==> src/rtl/fft_pkg.sv <==
// Shared types and legal parameter ranges for the radix-2 butterfly datapath.
package fft_pkg;

    typedef enum logic {
        BFLY_PLAIN = 1'b0,
        BFLY_JROT  = 1'b1
    } bfly_mode_e;

    localparam int PIPE_STAGES_MIN = 1;
    localparam int PIPE_STAGES_MAX = 4;
    localparam int DATA_WIDTH_MIN  = 4;
    localparam int DATA_WIDTH_MAX  = 32;

endpackage

==> src/rtl/bfly_addsub_sat.sv <==
// One butterfly component: full-precision add/sub, then either round-half-up
// halving or clamping to the signed output range.
module bfly_addsub_sat #(
    parameter int DATA_WIDTH = 16
) (
    input  logic signed [DATA_WIDTH-1:0] a_i,
    input  logic signed [DATA_WIDTH-1:0] b_i,
    input  logic                         sub_i,
    input  logic                         scale_i,
    output logic signed [DATA_WIDTH-1:0] y_o,
    output logic                         ovf_o
);

    localparam int W = DATA_WIDTH;
    localparam logic signed [W:0] SUM_MAX = {2'b00, {(W-1){1'b1}}};
    localparam logic signed [W:0] SUM_MIN = {2'b11, {(W-1){1'b0}}};

    logic signed [W:0] a_x;
    logic signed [W:0] b_x;
    logic signed [W:0] sum;
    logic signed [W:0] half;

    always_comb begin
        a_x  = {a_i[W-1], a_i};
        b_x  = {b_i[W-1], b_i};
        sum  = sub_i ? (a_x - b_x) : (a_x + b_x);
        // (sum+1)>>>1 equals floor(sum/2) plus the dropped LSB.
        half = $signed({sum[W], sum[W:1]}) + $signed({{W{1'b0}}, sum[0]});
        y_o   = '0;
        ovf_o = 1'b0;
        if (scale_i) begin
            // Only max minus min rounds up past the top code; pin it silently.
            y_o = (half > SUM_MAX) ? SUM_MAX[W-1:0] : half[W-1:0];
        end else if (sum > SUM_MAX) begin
            y_o   = SUM_MAX[W-1:0];
            ovf_o = 1'b1;
        end else if (sum < SUM_MIN) begin
            y_o   = SUM_MIN[W-1:0];
            ovf_o = 1'b1;
        end else begin
            y_o = sum[W-1:0];
        end
    end

endmodule

==> src/rtl/butterfly_r2_pipe.sv <==
// Pipelined radix-2 butterfly (plain or j-rotated) with per-sample scaling,
// a global stall enable and a sticky overflow flag.
module butterfly_r2_pipe
    import fft_pkg::*;
#(
    parameter int DATA_WIDTH  = 16,
    parameter int PIPE_STAGES = 2
) (
    input  logic                         clk,
    input  logic                         rst_n,
    input  logic                         en,
    input  logic                         in_valid,
    input  logic                         mode,
    input  logic                         scale,
    input  logic signed [DATA_WIDTH-1:0] real_in0,
    input  logic signed [DATA_WIDTH-1:0] imag_in0,
    input  logic signed [DATA_WIDTH-1:0] real_in1,
    input  logic signed [DATA_WIDTH-1:0] imag_in1,
    output logic                         out_valid,
    output logic signed [DATA_WIDTH-1:0] real_out0,
    output logic signed [DATA_WIDTH-1:0] imag_out0,
    output logic signed [DATA_WIDTH-1:0] real_out1,
    output logic signed [DATA_WIDTH-1:0] imag_out1,
    output logic                         out_ovf,
    input  logic                         ovf_clr,
    output logic                         ovf_sticky
);

    localparam int W = DATA_WIDTH;
    localparam int P = PIPE_STAGES;

    generate
        if (P < PIPE_STAGES_MIN || P > PIPE_STAGES_MAX) begin : g_bad_stages
            $error("butterfly_r2_pipe: PIPE_STAGES out of range 1..4");
        end
        if (W < DATA_WIDTH_MIN || W > DATA_WIDTH_MAX) begin : g_bad_width
            $error("butterfly_r2_pipe: DATA_WIDTH out of range 4..32");
        end
    endgenerate

    logic signed [W-1:0] op_a [4];
    logic signed [W-1:0] op_b [4];
    logic signed [W-1:0] res  [4];
    logic                sub_sel  [4];
    logic                comp_ovf [4];
    logic                jrot;

    assign jrot = (bfly_mode_e'(mode) == BFLY_JROT);

    // Component order: y0.re, y0.im, y1.re, y1.im.
    always_comb begin
        op_a[0]    = real_in0;
        op_a[1]    = imag_in0;
        op_a[2]    = real_in0;
        op_a[3]    = imag_in0;
        op_b[0]    = jrot ? imag_in1 : real_in1;
        op_b[1]    = jrot ? real_in1 : imag_in1;
        op_b[2]    = jrot ? imag_in1 : real_in1;
        op_b[3]    = jrot ? real_in1 : imag_in1;
        sub_sel[0] = jrot;
        sub_sel[1] = 1'b0;
        sub_sel[2] = ~jrot;
        sub_sel[3] = 1'b1;
    end

    genvar gi;
    generate
        for (gi = 0; gi < 4; gi++) begin : g_comp
            bfly_addsub_sat #(
                .DATA_WIDTH(W)
            ) u_comp (
                .a_i    (op_a[gi]),
                .b_i    (op_b[gi]),
                .sub_i  (sub_sel[gi]),
                .scale_i(scale),
                .y_o    (res[gi]),
                .ovf_o  (comp_ovf[gi])
            );
        end
    endgenerate

    logic [4*W-1:0] data_d;
    logic           ovf_d;
    logic [4*W-1:0] data_q [P];
    logic [P-1:0]   valid_q;
    logic [P-1:0]   ovf_q;
    logic           ovf_sticky_q;

    assign data_d = {res[3], res[2], res[1], res[0]};
    assign ovf_d  = in_valid & (comp_ovf[0] | comp_ovf[1] | comp_ovf[2] | comp_ovf[3]);

    always_ff @(posedge clk or negedge rst_n) begin
        if (!rst_n) begin
            for (int s = 0; s < P; s++) begin
                data_q[s] <= '0;
            end
            valid_q <= '0;
            ovf_q   <= '0;
        end else if (en) begin
            data_q[0]  <= data_d;
            valid_q[0] <= in_valid;
            ovf_q[0]   <= ovf_d;
            for (int s = 1; s < P; s++) begin
                data_q[s]  <= data_q[s-1];
                valid_q[s] <= valid_q[s-1];
                ovf_q[s]   <= ovf_q[s-1];
            end
        end
    end

    // Set has priority over clear so a flagged sample is never missed.
    always_ff @(posedge clk or negedge rst_n) begin
        if (!rst_n) begin
            ovf_sticky_q <= 1'b0;
        end else if (out_valid && out_ovf) begin
            ovf_sticky_q <= 1'b1;
        end else if (ovf_clr) begin
            ovf_sticky_q <= 1'b0;
        end
    end

    assign out_valid  = valid_q[P-1];
    assign out_ovf    = ovf_q[P-1];
    assign real_out0  = data_q[P-1][0*W +: W];
    assign imag_out0  = data_q[P-1][1*W +: W];
    assign real_out1  = data_q[P-1][2*W +: W];
    assign imag_out1  = data_q[P-1][3*W +: W];
    assign ovf_sticky = ovf_sticky_q;

endmodule

==> config.mk <==
export PLATFORM = sky130hd
export DESIGN_NAME = butterfly_r2_pipe
export DESIGN_NICKNAME = d
export VERILOG_FILES = /design/src/rtl/fft_pkg.sv /design/src/rtl/bfly_addsub_sat.sv /design/src/rtl/butterfly_r2_pipe.sv
export SDC_FILE = /design/constraint.sdc
export NUM_CORES = 1
export LEC_CHECK = 0
export BUFFER_PORTS_ARGS = -buffer_cell sky130_fd_sc_hd__buf_4
export CORE_ASPECT_RATIO = 1.75
export CORE_MARGIN = 1.5
export CORE_UTILIZATION = 35
export DETAILED_ROUTE_END_ITERATION = 16
export HOLD_SLACK_MARGIN = 0.03
export SLEW_MARGIN = 20
export SYNTH_ARGS = -nofsm -noshare
export SYNTH_HDL_FRONTEND = slang
export SYNTH_SLANG_ARGS = --single-unit
==> constraint.sdc <==
create_clock -name clk -period 3.06 [get_ports clk]
set_input_delay 0.612 -clock clk [delete_from_list [all_inputs] [get_ports clk]]
set_output_delay 0.612 -clock clk [all_outputs]
set_load 0.1 [all_outputs]
==> load_flow_metrics.sql <==
INSERT INTO impl_metrics (metric_group, metric, value, unit) VALUES
('cts', 'clock_tree_from_tritoncts', 'yes', ''),
('logic_synthesis', 'synth_async_sr_flop_share', '100', '%'),
('logic_synthesis', 'synth_top_area_share', '28.3', '%'),
('logic_synthesis', 'synth_cells', '1348', ''),
('die', 'initial_utilization', '35.6', '%'),
('worst_setup_path', 'reg2reg_setup_slack', '1.74', 'ns'),
('logic_synthesis', 'synth_fp_nets', '1496', ''),
('layout', 'final_nets', '1977', ''),
('worst_setup_path', 'start_kind', 'primary input', ''),
('layout', 'n_antenna_cell', '0', ''),
('logic_synthesis', 'ys.warnings.count', '0', ''),
('cts', 'cts_hold_repair.buffers', '0', ''),
('routing', 'number_of_vias_per_cell_after_detailed_routing', '5.36', ''),
('worst_setup_path', 'cp_capture_point', 'data_q[109]', ''),
('layout', 'final_cell_mix', '551 x buf_4, 133 x dfrtp_1, 100 x nor2_1', ''),
('global_route', 'grtUsageTotal', '24.1', '%'),
('power_and_ir_drop', 'swShare', '47.1', '%'),
('logic_synthesis', 'synth.top_cells.by_area', 'dfrtp_1 28%, ha_1 7.8%, mux2_2 7.0%', ''),
('layout', 'fin_util', '54.5', '%'),
('cts', 'clock-sinks', '133', ''),
('sta', 'timing_max_transition_violations_final', '0', ''),
('power_and_ir_drop', 'power_frac_comb', '60.3', '%'),
('worst_setup_path', 'reg2reg_end', 'ovf_q[0]', ''),
('routing', 'route.antenna.remaining_nets', '0', ''),
('sta', 'fmaxAchievable', '0.252', 'GHz'),
('logic_synthesis', 'synth-edff-count', '0', ''),
('cts', 'cts-buffers-inserted', '17', ''),
('logic_synthesis', 'synthesis.area', '11800', 'um^2'),
('power_and_ir_drop', 'static-leakage-power', '8.16', 'nW'),
('run_status', 'run_status', 'finished with violations', ''),
('die', 'dieHeight', '245', 'um'),
('worst_setup_path', 'ff2ff_path_depth', '4', ''),
('sta', 'finalSetupViolations', '65', ''),
('run_status', 'violations', 'setup timing', ''),
('routing', 'drt_drc_violations_left', '0', ''),
('die', 'floorplan.die_area', '34700', 'um^2'),
('routing', 'route.detailed.wl_per_inst', '18.6', 'um'),
('layout', 'area.growth.synth_to_final', '53.0', '%'),
('power_and_ir_drop', 'seqPwrFrac', '21.7', '%'),
('routing', 'post_route_wl', '41800', 'um'),
('global_route', 'grt_first_pass_wirelength', '64800', 'um'),
('sta', 'finalWorstSetupSlack', '-0.905', 'ns'),
('logic_synthesis', 'ys_seq_elements', '133', ''),
('cts', 'clock_tree.root_cell', 'clkbuf_16', ''),
('worst_setup_path', 'worst_setup_path_startpoint', 'mode', ''),
('worst_setup_path', 'critical_path_arrival', '4.28', 'ns'),
('logic_synthesis', 'synth_seq_area_share', '28.3', '%'),
('sta', 'worst_slew_margin_rel', '47.7', '%'),
('die', 'fp-row-count', '88', ''),
('sta', 'timing.clock.skew', '0.0113', 'ns'),
('die', 'design.portCount', '138', ''),
('logic_synthesis', 'synth_area_per_cell', '8.72', 'um^2'),
('sta', 'worst_margin_pin_slew', '0.785', 'ns'),
('power_and_ir_drop', 'switching_power', '5.59', 'mW'),
('worst_setup_path', 'critical_path.max_fanout', '5', ''),
('logic_synthesis', 'yosys_most_used_dff', 'dfrtp_1', ''),
('placement', 'numPlacedInstances', '2142', ''),
('placement', 'gp_congestion', '0.919', ''),
('worst_setup_path', 'crit_required', '3.38', 'ns'),
('worst_setup_path', 'regToRegStartpoint', 'ovf_q[0]', ''),
('sta', 'timing_hold_violations_final', '0', ''),
('cts', 'insertion_delay', '0.44', 'ns'),
('layout', 'drive_gt1_share', '48.9', '%'),
('layout', 'final_cell_count_no_fill', '2246', ''),
('die', 'std_cell_core_area', '33000', 'um^2'),
('global_route', 'antenna_found_initial', '0', ''),
('power_and_ir_drop', 'power_density', '660', 'nW/um^2'),
('global_route', 'global_route.overflow_total', '0', ''),
('sta', 'grt_setup_unrepaired', 'true', ''),
('cts', 'clk_pin_slew_worst_paths', '0.06', 'ns'),
('sta', 'period_share', '130', '%');
-- registers in the layout, summed over array words and instances (netlist names) --
name	cells
valid_q	2
data_q	64
real_out1	16
real_out0	16
ovf_sticky	1
ovf_q	2
imag_out1	16
imag_out0	16
-- what timing repair did --
action | in CTS | in global routing
resized for setup | 151 | 74
endpoints found under the setup margin | 65 | 65
buffers inserted | 48 | 25
endpoints found under the hold margin | 0 | 0
pin swaps | 54 | 58
cloned | 5 | 0
-- per-stage QoR --
stage	cell area (um^2)	power, mW	setup WS [ns]	hold WS, ns	TNS, ns
floorplan	12200	7.17	-1.70	0.316	-97.05
global placement	15700	9.06	-1.60	0.484	-93.41
detailed placement	15700	9.14	-1.69	0.489	-97.46
CTS	17500	11.7	-0.789	0.251	-43.92
global route	18000	12.4	-1.03	0.276	-56.17
finish	18000	11.9	-0.905	0.219	-47.46
-- synth_stat cells (6+ instances only) --
| cell | n |
|---|---|
| or3_1 | 12 |
| a211o_1 | 6 |
| xor2_1 | 20 |
| nand3_1 | 23 |
| or2_2 | 10 |
| buf_2 | 18 |
| ha_1 | 73 |
| o21ai_0 | 43 |
| a221oi_1 | 19 |
| o21ai_1 | 8 |
| nand4_1 | 16 |
| a22oi_1 | 7 |
| and2_1 | 7 |
| xnor2_1 | 65 |
| a21oi_1 | 81 |
| nand2b_1 | 23 |
| nor3_1 | 29 |
| o211ai_1 | 9 |
| nand2_1 | 74 |
| a21oi_2 | 8 |
| mux2i_1 | 46 |
| a211oi_1 | 36 |
| and3_1 | 8 |
| inv_1 | 81 |
| a31oi_1 | 8 |
| clkbuf_1 | 44 |
| nor4_1 | 13 |
| mux2_2 | 73 |
| dfrtp_1 | 133 |
| o31ai_1 | 6 |
| a21o_1 | 14 |
| o21a_1 | 12 |
| o22ai_1 | 29 |
| nor2_1 | 106 |
| nor2b_1 | 18 |
| buf_4 | 66 |
-- per-layer routing --
metal / vias to the layer above / part of all wire [%] / track usage (%)
met1: 5842 / 34 / 21.8
met5: - / 0 / 0
met4: 0 / 8.1 / 18.7
met3: 144 / 2.2 / 2.86
li1: 5784 / - / -
met2: 260 / 56 / 47.3
-- power groups by stage --
stage,Clock (mW),Sequential [mW],Combinational [mW]
final,2.14,2.58,7.15
after global routing,2.25,2.65,7.53
after CTS,2.18,2.59,6.96
after detailed placement,0,2.61,6.53
after global placement,0,2.60,6.46
after floorplan,0,2.52,4.65
-- kinds of logic (layout without fill, tap and decap cells) --
group	count (synthesis)	count (layout)	share of synthesized area, %
buffers and inverters	215	707	9.23
flip-flops	133	133	28.3
XOR/XNOR	85	85	6.33
multiplexers	119	119	10.9
AO/OA/AOI/OAI	354	355	21.2
adder cells (fa/ha/maj)	78	78	8.54
AND/OR/NAND/NOR	364	364	15.5
-- worst max-delay path, cell delays in order --
cell	delay, ns
buf_12	0.11
mux2_4	0.21
ha_4	0.13
inv_2	0.03
fa_2	0.33
or2_1	0.24
a2111o_1	0.48
buf_6	0.16
a32oi_2	0.20
o21ai_1	0.12
xnor2_1	0.28
buf_4	0.20
buf_6	0.09
or4b_4	0.49
buf_6	0.15
o31a_1	0.23
o221a_1	0.21
-- worst min-delay path by stage --
stage	start	endpoint	slack [ns]	depth (start not counted)
5_1_grt	rst_n	imag_out0[6]	0.28	1
3_3_place_gp	valid_q[0]	valid_q[0]	0.48	1
6_report	rst_n	imag_out0[4]	0.22	1
3_5_place_dp	data_q[67]	real_out0[3]	0.49	1
4_1_cts	rst_n	imag_out0[6]	0.25	1
2_1_floorplan	rst_n	data_q[100]	0.32	0
-- area by class of cell --
class,instances,area (um^2)
Clock buffer,18,439
Sequential cell,133,3330
Inverter,84,315
Clock inverter,13,171
Timing Repair Buffer,592,4690
Tap cell,405,507
Fill cell,3010,15000
Multi-Input combinational cell,1001,8530
Note: power is estimated with default switching activity, not from simulation.
